`src/rtl/pipe_stage_reg_pkg.sv`:
```
// Shared definitions for the generic pipeline stage register.
//   pipe_state_t : stage occupancy state (EMPTY / FULL / SKID)
//   PIPE_OCC_W   : width of the occupancy count output
package pipe_pkg;

  localparam int PIPE_OCC_W = 2;

  typedef enum logic [1:0] {
    EMPTY = 2'd0,
    FULL  = 2'd1,
    SKID  = 2'd2
  } pipe_state_t;

  // Occupancy count for a given state.
  function automatic logic [PIPE_OCC_W-1:0] pipe_occ(pipe_state_t s);
    case (s)
      FULL:    return 2'd1;
      SKID:    return 2'd2;
      default: return 2'd0;
    endcase
  endfunction

endpackage

```
`src/rtl/pipe_stage_reg_if.sv`:
```
// Handshake/payload bundle between a producer, a pipe_stage_reg and its consumer.
// Signal names are from the stage's point of view:
//   valid_i/data_i  : upstream payload into the stage
//   ready_o         : stage can accept
//   valid_o/data_o  : payload out of the stage
//   ready_i         : downstream accepts
//   halt_i/flush_i  : freeze / discard controls
//   occupancy_o     : held entry count (0..2)
// slave  : the stage side
// master : the driver side (producer + consumer + control)
interface pipe_stage_reg_if #(
  parameter int WIDTH = 32
) ();
  import pipe_pkg::*;

  logic                  valid_i;
  logic                  ready_o;
  logic [WIDTH-1:0]      data_i;
  logic                  valid_o;
  logic                  ready_i;
  logic [WIDTH-1:0]      data_o;
  logic                  halt_i;
  logic                  flush_i;
  logic [PIPE_OCC_W-1:0] occupancy_o;

  modport slave (
    input  valid_i, data_i, ready_i, halt_i, flush_i,
    output ready_o, valid_o, data_o, occupancy_o
  );

  modport master (
    output valid_i, data_i, ready_i, halt_i, flush_i,
    input  ready_o, valid_o, data_o, occupancy_o
  );

endinterface

```
`src/rtl/pipe_stage_reg.sv`:
```
// Generic pipeline stage register with valid/ready handshake, halt (freeze),
// flush (bubble insertion with programmable NOP payload) and an optional
// one-entry skid buffer that lets ready_o come from a register.
// Ports:
//   clk_i : clock, all state on rising edge
//   rst_i : synchronous active-high reset
//   bus   : pipe_stage_reg_if.slave handshake/payload/control bundle
// Parameters:
//   WIDTH     : payload width
//   SKID_EN   : 1 = skid entry + registered ready, 0 = single entry, comb ready
//   NOP_VALUE : payload loaded on reset and flush
module pipe_stage_reg
  import pipe_pkg::*;
#(
  parameter int               WIDTH     = 32,
  parameter bit               SKID_EN   = 1'b1,
  parameter logic [WIDTH-1:0] NOP_VALUE = '0
) (
  input logic             clk_i,
  input logic             rst_i,
  pipe_stage_reg_if.slave bus
);

  pipe_state_t      r_state, w_state_nxt;
  logic [WIDTH-1:0] r_main,  w_main_nxt;
  logic [WIDTH-1:0] r_skid,  w_skid_nxt;

  logic w_valid, w_ready, w_in_fire, w_out_fire;

  assign w_valid = (r_state != EMPTY);

  // With the skid entry, ready depends only on registered state plus halt,
  // so there is no ready_i -> ready_o path.
  generate
    if (SKID_EN) begin : g_skid_rdy
      assign w_ready = (r_state != SKID) & ~bus.halt_i;
    end else begin : g_comb_rdy
      assign w_ready = (~w_valid | bus.ready_i) & ~bus.halt_i;
    end
  endgenerate

  assign w_in_fire  = bus.valid_i & w_ready;
  assign w_out_fire = w_valid & bus.ready_i & ~bus.halt_i;

  always_comb begin
    w_state_nxt = r_state;
    w_main_nxt  = r_main;
    w_skid_nxt  = r_skid;
    if (bus.flush_i) begin
      w_state_nxt = EMPTY;
      w_main_nxt  = NOP_VALUE;
      w_skid_nxt  = NOP_VALUE;
    end else if (!bus.halt_i) begin
      case (r_state)
        EMPTY: begin
          if (w_in_fire) begin
            w_main_nxt  = bus.data_i;
            w_state_nxt = FULL;
          end
        end
        FULL: begin
          if (w_in_fire && w_out_fire) begin
            w_main_nxt = bus.data_i;
          end else if (w_in_fire && SKID_EN) begin
            // Downstream stalled after ready_o was already promised: park it.
            w_skid_nxt  = bus.data_i;
            w_state_nxt = SKID;
          end else if (w_out_fire) begin
            // data_o intentionally keeps its last value while empty.
            w_state_nxt = EMPTY;
          end
        end
        SKID: begin
          if (w_out_fire) begin
            w_main_nxt  = r_skid;
            w_state_nxt = FULL;
          end
        end
        default: w_state_nxt = EMPTY;
      endcase
    end
  end

  always_ff @(posedge clk_i) begin
    if (rst_i) begin
      r_state <= EMPTY;
      r_main  <= NOP_VALUE;
      r_skid  <= NOP_VALUE;
    end else begin
      r_state <= w_state_nxt;
      r_main  <= w_main_nxt;
      r_skid  <= w_skid_nxt;
    end
  end

  assign bus.ready_o     = w_ready;
  assign bus.valid_o     = w_valid;
  assign bus.data_o      = r_main;
  assign bus.occupancy_o = pipe_occ(r_state);

endmodule

```
`src/flat_wrapper.sv`:
```
// flat-port wrapper written by rule: the top's interface ports become plain ports
module pipe_stage_reg_flat import pipe_pkg::*;
#(
  parameter int               WIDTH     = 32,
  parameter bit               SKID_EN   = 1'b1,
  parameter logic [WIDTH-1:0] NOP_VALUE = '0
)
  (clk_i, rst_i, bus_valid_i, bus_data_i, bus_ready_i, bus_halt_i, bus_flush_i, bus_ready_o, bus_valid_o, bus_data_o, bus_occupancy_o);
  pipe_stage_reg_if #(.WIDTH(WIDTH)) bus_i ();
  input logic clk_i;
  input logic rst_i;
  input wire logic [$bits(bus_i.valid_i)-1:0] bus_valid_i;
  input wire logic [$bits(bus_i.data_i)-1:0] bus_data_i;
  input wire logic [$bits(bus_i.ready_i)-1:0] bus_ready_i;
  input wire logic [$bits(bus_i.halt_i)-1:0] bus_halt_i;
  input wire logic [$bits(bus_i.flush_i)-1:0] bus_flush_i;
  output wire logic [$bits(bus_i.ready_o)-1:0] bus_ready_o;
  output wire logic [$bits(bus_i.valid_o)-1:0] bus_valid_o;
  output wire logic [$bits(bus_i.data_o)-1:0] bus_data_o;
  output wire logic [$bits(bus_i.occupancy_o)-1:0] bus_occupancy_o;
  assign bus_i.valid_i = bus_valid_i;
  assign bus_i.data_i = bus_data_i;
  assign bus_i.ready_i = bus_ready_i;
  assign bus_i.halt_i = bus_halt_i;
  assign bus_i.flush_i = bus_flush_i;
  assign bus_ready_o = bus_i.ready_o;
  assign bus_valid_o = bus_i.valid_o;
  assign bus_data_o = bus_i.data_o;
  assign bus_occupancy_o = bus_i.occupancy_o;
  pipe_stage_reg #(.WIDTH(WIDTH), .SKID_EN(SKID_EN), .NOP_VALUE(NOP_VALUE)) u_core (.clk_i(clk_i), .rst_i(rst_i), .bus(bus_i));
endmodule
```
`config.mk`:
```
export PLATFORM = sky130hd
export DESIGN_NAME = pipe_stage_reg_flat
export DESIGN_NICKNAME = d
export VERILOG_FILES = /design/src/rtl/pipe_stage_reg_pkg.sv /design/src/rtl/pipe_stage_reg_if.sv /design/src/rtl/pipe_stage_reg.sv /design/src/flat_wrapper.sv
export SDC_FILE = /design/constraint.sdc
export NUM_CORES = 1
export LEC_CHECK = 0
export CELL_PAD_IN_SITES_DETAIL_PLACEMENT = 1
export CELL_PAD_IN_SITES_GLOBAL_PLACEMENT = 2
export CORE_MARGIN = 5
export CORE_UTILIZATION = 24
export CTS_CLUSTER_DIAMETER = 100
export DETAILED_ROUTE_END_ITERATION = 6
export GPL_ROUTABILITY_DRIVEN = 1
export MAX_ROUTING_LAYER = met4
export PLACE_DENSITY_LB_ADDON = 0.1
export SKIP_LAST_GASP = 1
export SYNTH_ARGS = -nofsm -noshare
export SYNTH_HDL_FRONTEND = slang
export SYNTH_SLANG_ARGS = --single-unit
```
`constraint.sdc`:
```
create_clock -name clk_i -period 1.3 [get_ports clk_i]
set_input_delay 0.26 -clock clk_i [delete_from_list [all_inputs] [get_ports clk_i]]
set_output_delay 0.26 -clock clk_i [all_outputs]
set_load 0.1 [all_outputs]
```
# [Yosys cells after proc, flatten, opt, wreduce, memory -nomap -nowiden]
# Index checks and enable logic that the tools add are counted.
[word_totals] register_bits=66 latchBits=0 ramBits=0 mem_bits_ro=0 inputBits=38 output_inout_bits=36 word_cells=36 memories=0
[classes] add_sub_neg=0 mul=0 div_mod_pow=0 n_lt_le_gt_ge=0 n_eq_ne=8 shift=0 muxes=11 bitwise=6 reduce_logical=8
[ops] op="32-bit 2-to-1 mux" count=3
[ops] op="32-bit case mux with 3 select lines" count=1
[ops] op="2-bit 2-to-1 mux" count=5
[ops] op="5-bit AND reduction" count=2
[ops] op="2-bit by 1-bit inequality test with 1-bit output, second input constant" count=3
[ops] op="2-bit case mux with 3 select lines" count=1
[ops] op="1-bit bitwise AND" count=4
[ops] op="2-bit inequality test, second input constant" count=2
[ops] op="2-bit case mux with 2 select lines" count=1
[ops] op="4-bit AND reduction" count=1
[ops] op="3-bit by 1-bit inequality test with 1-bit output, second input constant" count=1
[ops] op="3-bit nonzero test" count=1
[ops] op="2-bit by 1-bit == test with 1-bit output, second input constant" count=1
[ops] op="2-bit == test, second input constant" count=1
[ops] op="2-bit logical NOT" count=1
[ops] op="1-bit inverter" count=2
[ops] op="2-bit nonzero test" count=1
[ops] op="2-bit OR reduction" count=1
[ops] op="1-bit logical AND" count=1

# [Longest topological paths before layout]
# Gate-level depths: netlist of run 1.
[logic_depth] word_depth=7 mapped_depth=7 ltp_nobuf=5

# [Worst setup path after synthesis of run 1]
# No wires, ideal clock.
[synth_path] path_kind="register to register" from="register u_core.r_state[0]" to="register u_core.r_skid[20]" setup_ps=132 arrival_time_ps=2615 required_ps=1168 slack_ps=-1447 stages_incl_launch_ff=6 path_buffers=1 period_less_slack_ps=2747 path_cell_list="dfxtp_1 > nor2b_1 > nand3_1 > clkbuf_1 > nand2_1 > a21oi_1"
[synth_between] elab_chain_cells=6 word_cells_on_any_way=10 cone_classes="eq/ne: 2; bitwise: 5; reduce/logical: 3"
[synth_rtl] element="from (decl)" line_no="pipe_stage_reg.sv:24" source="pipe_state_t r_state, w_state_nxt;"
[synth_rtl] element="from (signal assigned)" line_no="pipe_stage_reg.sv:90" source="r_state <= w_state_nxt;"
[synth_rtl] element="2-bit inequality test or 2-bit nonzero test (tied branches)" line_no="pipe_stage_reg.sv:36, pipe_stage_reg.sv:30"
[synth_rtl] element="1-bit bitwise AND, on equally long branches" line_no="pipe_stage_reg.sv:36, pipe_stage_reg.sv:43"
[synth_rtl] element="1-bit bitwise AND, on equally long branches" line_no="pipe_stage_reg.sv:42, pipe_stage_reg.sv:43"
[synth_rtl] element="1-bit logical AND" line_no="pipe_stage_reg.sv:62" source="if (w_in_fire && w_out_fire) begin"
[synth_rtl] element="1-bit inverter (no source line)"
[synth_rtl] element="4-bit AND reduction (no source line) *"
[synth_rtl] element="to (signal assigned)" line_no="pipe_stage_reg.sv:92" source="r_skid <= w_skid_nxt;"
[synth_rtl] element="to (decl)" line_no="pipe_stage_reg.sv:26" source="logic [WIDTH-1:0] r_skid, w_skid_nxt;"
# Every way passes the cells marked *; elsewhere a longest branch is shown, timed or not.
# A chain may end at the register's enable or synchronous reset.

# [Final worst setup path of run 1]
[layout_path] from="register u_core.r_state[0]" to="register u_core.r_main[19], in the netlist u_core.bus.data_o[19]"
[layout_between] elab_chain_cells=6 word_cells_on_any_way=16 cone_classes="eq/ne: 6; mux: 1; bitwise: 4; reduce/logical: 5"
[layout_rtl] element="2-bit inequality test or 2-bit nonzero test (tied branches)" line_no="pipe_stage_reg.sv:36, pipe_stage_reg.sv:30"
[layout_rtl] element="1-bit bitwise AND, on equally long branches" line_no="pipe_stage_reg.sv:36, pipe_stage_reg.sv:43"
[layout_rtl] element="1-bit bitwise AND, on equally long branches" line_no="pipe_stage_reg.sv:42, pipe_stage_reg.sv:43"
[layout_rtl] element="1-bit logical AND" line_no="pipe_stage_reg.sv:62"
[layout_rtl] element="2-bit by 1-bit inequality test with 1-bit output (no source line)"
[layout_rtl] element="5-bit AND reduction (no source line)"
[layout_rtl] element="to (signal assigned)" line_no="pipe_stage_reg.sv:91" source="r_main <= w_main_nxt;"
[layout_rtl] element="to (decl)" line_no="pipe_stage_reg.sv:25" source="logic [WIDTH-1:0] r_main, w_main_nxt;"
# Several ways; a longest one is shown, not always the timed one.

==> results of run 1 <==
## metal layers
layer	vias up	GRT usage, %	wire (um)
met3	10	2.592	310
met5	-	-	0
met2	49	25.74	5616
li1	1472	-	-
met4	0	4.868	119
met1	1502	20.13	5530
## state kept, by name, indices dropped and copies added (netlist names)
signal / flops
u_core.bus.data_o: 32
u_core.r_state: 2
u_core.r_skid: 32
## path summary, 6_finish.rpt
check / startpoint / endpoint / slack, ns / cells past startpoint
worst max-delay path: u_core.r_state[0] / u_core.bus.data_o[19] / -0.27 / 6
worst min register to register: u_core.r_skid[2] / u_core.r_skid[2] / 0.46 / 2
worst max register to register: u_core.r_state[0] / u_core.bus.data_o[19] / -0.27 / 6
worst min-delay path: u_core.r_skid[2] / u_core.r_skid[2] / 0.46 / 2
## area by class of cell
cell class	instances	area, um^2	area share (%)
clock buffer	14	274.0	5.349
clock inverter	2	10.01	0.1954
multi-input combinational	277	1489	29.07
inverter	1	16.27	0.3175
sequential	66	1359	26.53
tap	147	183.9	3.591
timing repair buffer	118	1790	34.95
## cell families after synthesis
| kind of cell | share of synthesized area, % |
|---|---|
| buf+inv | 6.985 |
| flops | 45.81 |
| simple gates | 19.26 |
| xor+xnor | 0.3037 |
| compound gates | 27.64 |
## layout by cell type, fill, tap and decap left out, types with 17 or more instances in the layout
cell type,instances
a211o_1,33
a21oi_1,48
a21oi_2,18
buf_12,47
buf_4,17
clkdlybuf4s50_1,35
dfxtp_1,40
dfxtp_2,24
nand2_1,129
o21ai_0,20
## per-stage QoR
step | area (um^2) | power (mW) | setup slack [ns] | TNS, ns | cells
2_1_floorplan | 2988 | 2.485 | -0.3164 | -10.69 | 379
6_report | 5122 | 5.204 | -0.2669 | -12.50 | 625
3_5_place_dp | 4333 | 2.835 | -0.4824 | -26.93 | 588
3_3_place_gp | 4333 | 2.832 | -0.4370 | -24.57 | 588
5_1_grt | 5122 | 5.428 | -0.3338 | -17.64 | 625
4_1_cts | 4901 | 5.200 | -0.2366 | -10.18 | 618
## where the power goes
part	switching (mW)	leakage [nW]	internal (mW)
registers	0.0260	0.546	2.05
clock network	0.866	0.143	1.44
logic	0.454	1.16	0.367
total	1.35	1.85	3.86
## repair_timing
item,CTS,global route
buffers inserted,8,0
pin swaps,3,2
cloned,6,7
resized for setup,19,33
hold endpoints to repair,0,0
setup endpoints to repair,68,69
## critical path, stage by stage, from the launching register on
cell,delay (ns)
dfxtp_4,0.34
buf_4,0.15
nor2b_1,0.14
o21a_4,0.29
clkbuf_16,0.20
a211o_1,0.23
a21oi_1,0.13
==> run metrics, run 1 <==
outcome=finished with violations; failing checks=negative setup slack; period utilisation layout=120.5%; post-synthesis sequential area ratio=45.81%; Post-synth EDFFs=0; clk_lat worst skew=0.32 ns; Max clock buf depth=2; Arr. time, crit path=1.82 ns; initial antenna violation count=0; port bufs=73; Final min period=1.567 ns; Slew Viols, Final=0; Setup Viol. Count Final=69; vias per cell=4.853; Vias=3033; top post-synthesis cells by area=dfxtp_1 46%, nand2_1 17%, a21oi_1 11%; RSZ-0062 raised after global routing=true; Chip Height=119.6 um; TritonRoute pass-1 iters=5; Sink Count=66; vias in the first global route=3087; post-route ant nets=0; core area=11910 um^2; Placer Congestion=0.7500; Fmax=638.2 MHz; Std-Cell Rows=40; Yosys cell types=19; Final HPWL DP=6226 um; worst relative slew slack=81.96%; final worst slack=-0.2669 ns; hold_buf cts=0; synthesized cell area=2884 um^2; Num CTS Buffers=9; DRT iter0 DRCs=140; largest net degree at the start of global routing=40; global route overflow=0; die area=14310 um^2; Slew @ Worst Pin=0.2706 ns; Tot GR Track Use=15.78%; share of layout cells above drive strength 1=31.59%; mean routed wirelength per cell=18.52 um; root buffer cell=clkbuf_16; Setup Crit Path Kind=reg -> reg; ys flop type=dfxtp_1; CTS tree=yes; Final Util=43.00%; max cap viols=0; n_diodes=0; area grow syn2layout=77.61%; routed wire length=11580 um; Yosys reg bits=66; Die Span X=119.6 um; Initial Utilization=24.21%; Post-synth top cells=129 x nand2_1, 66 x a21oi_1, 66 x dfxtp_1; Worst IR Drop VDD=0.4137 mV; Synthesized Nets=417; static leakage=1.851 nW; Hold/Removal Path Class=reg -> reg; Setup Skew=0.004029 ns; H-tree lvl count=3; filler instances=1325; dominant cell type by area after synthesis=dfxtp_1; pwr/cell area=1016 nW/um^2; syn_area_per_cell=7.610 um^2; startpoint types=flip-flop; nets=511; Clock transition at path regs=0.05 ns; WP data required=1.55 ns; Final Hold Vio Count=0; Yosys warnings=0; cell with the most instances after synthesis=nand2_1; Worst Setup End Kind=flip-flop; Hold WS=0.4553 ns; Cells after Synth=379; top cell type's share of synthesized area=45.81%; first-pass GRT wire length=17200 um; crit path max fanout=10; IO Count=74; Residual DRC=0; ys async rst share=0%
(Power assumes the default switching activity.)
==> run 2: changes to the inputs <==
- SLEW_MARGIN: not set -> 20
==> results of run 2 <==
Same layout as run 1: the final DEF is identical, and so are final timing and power.
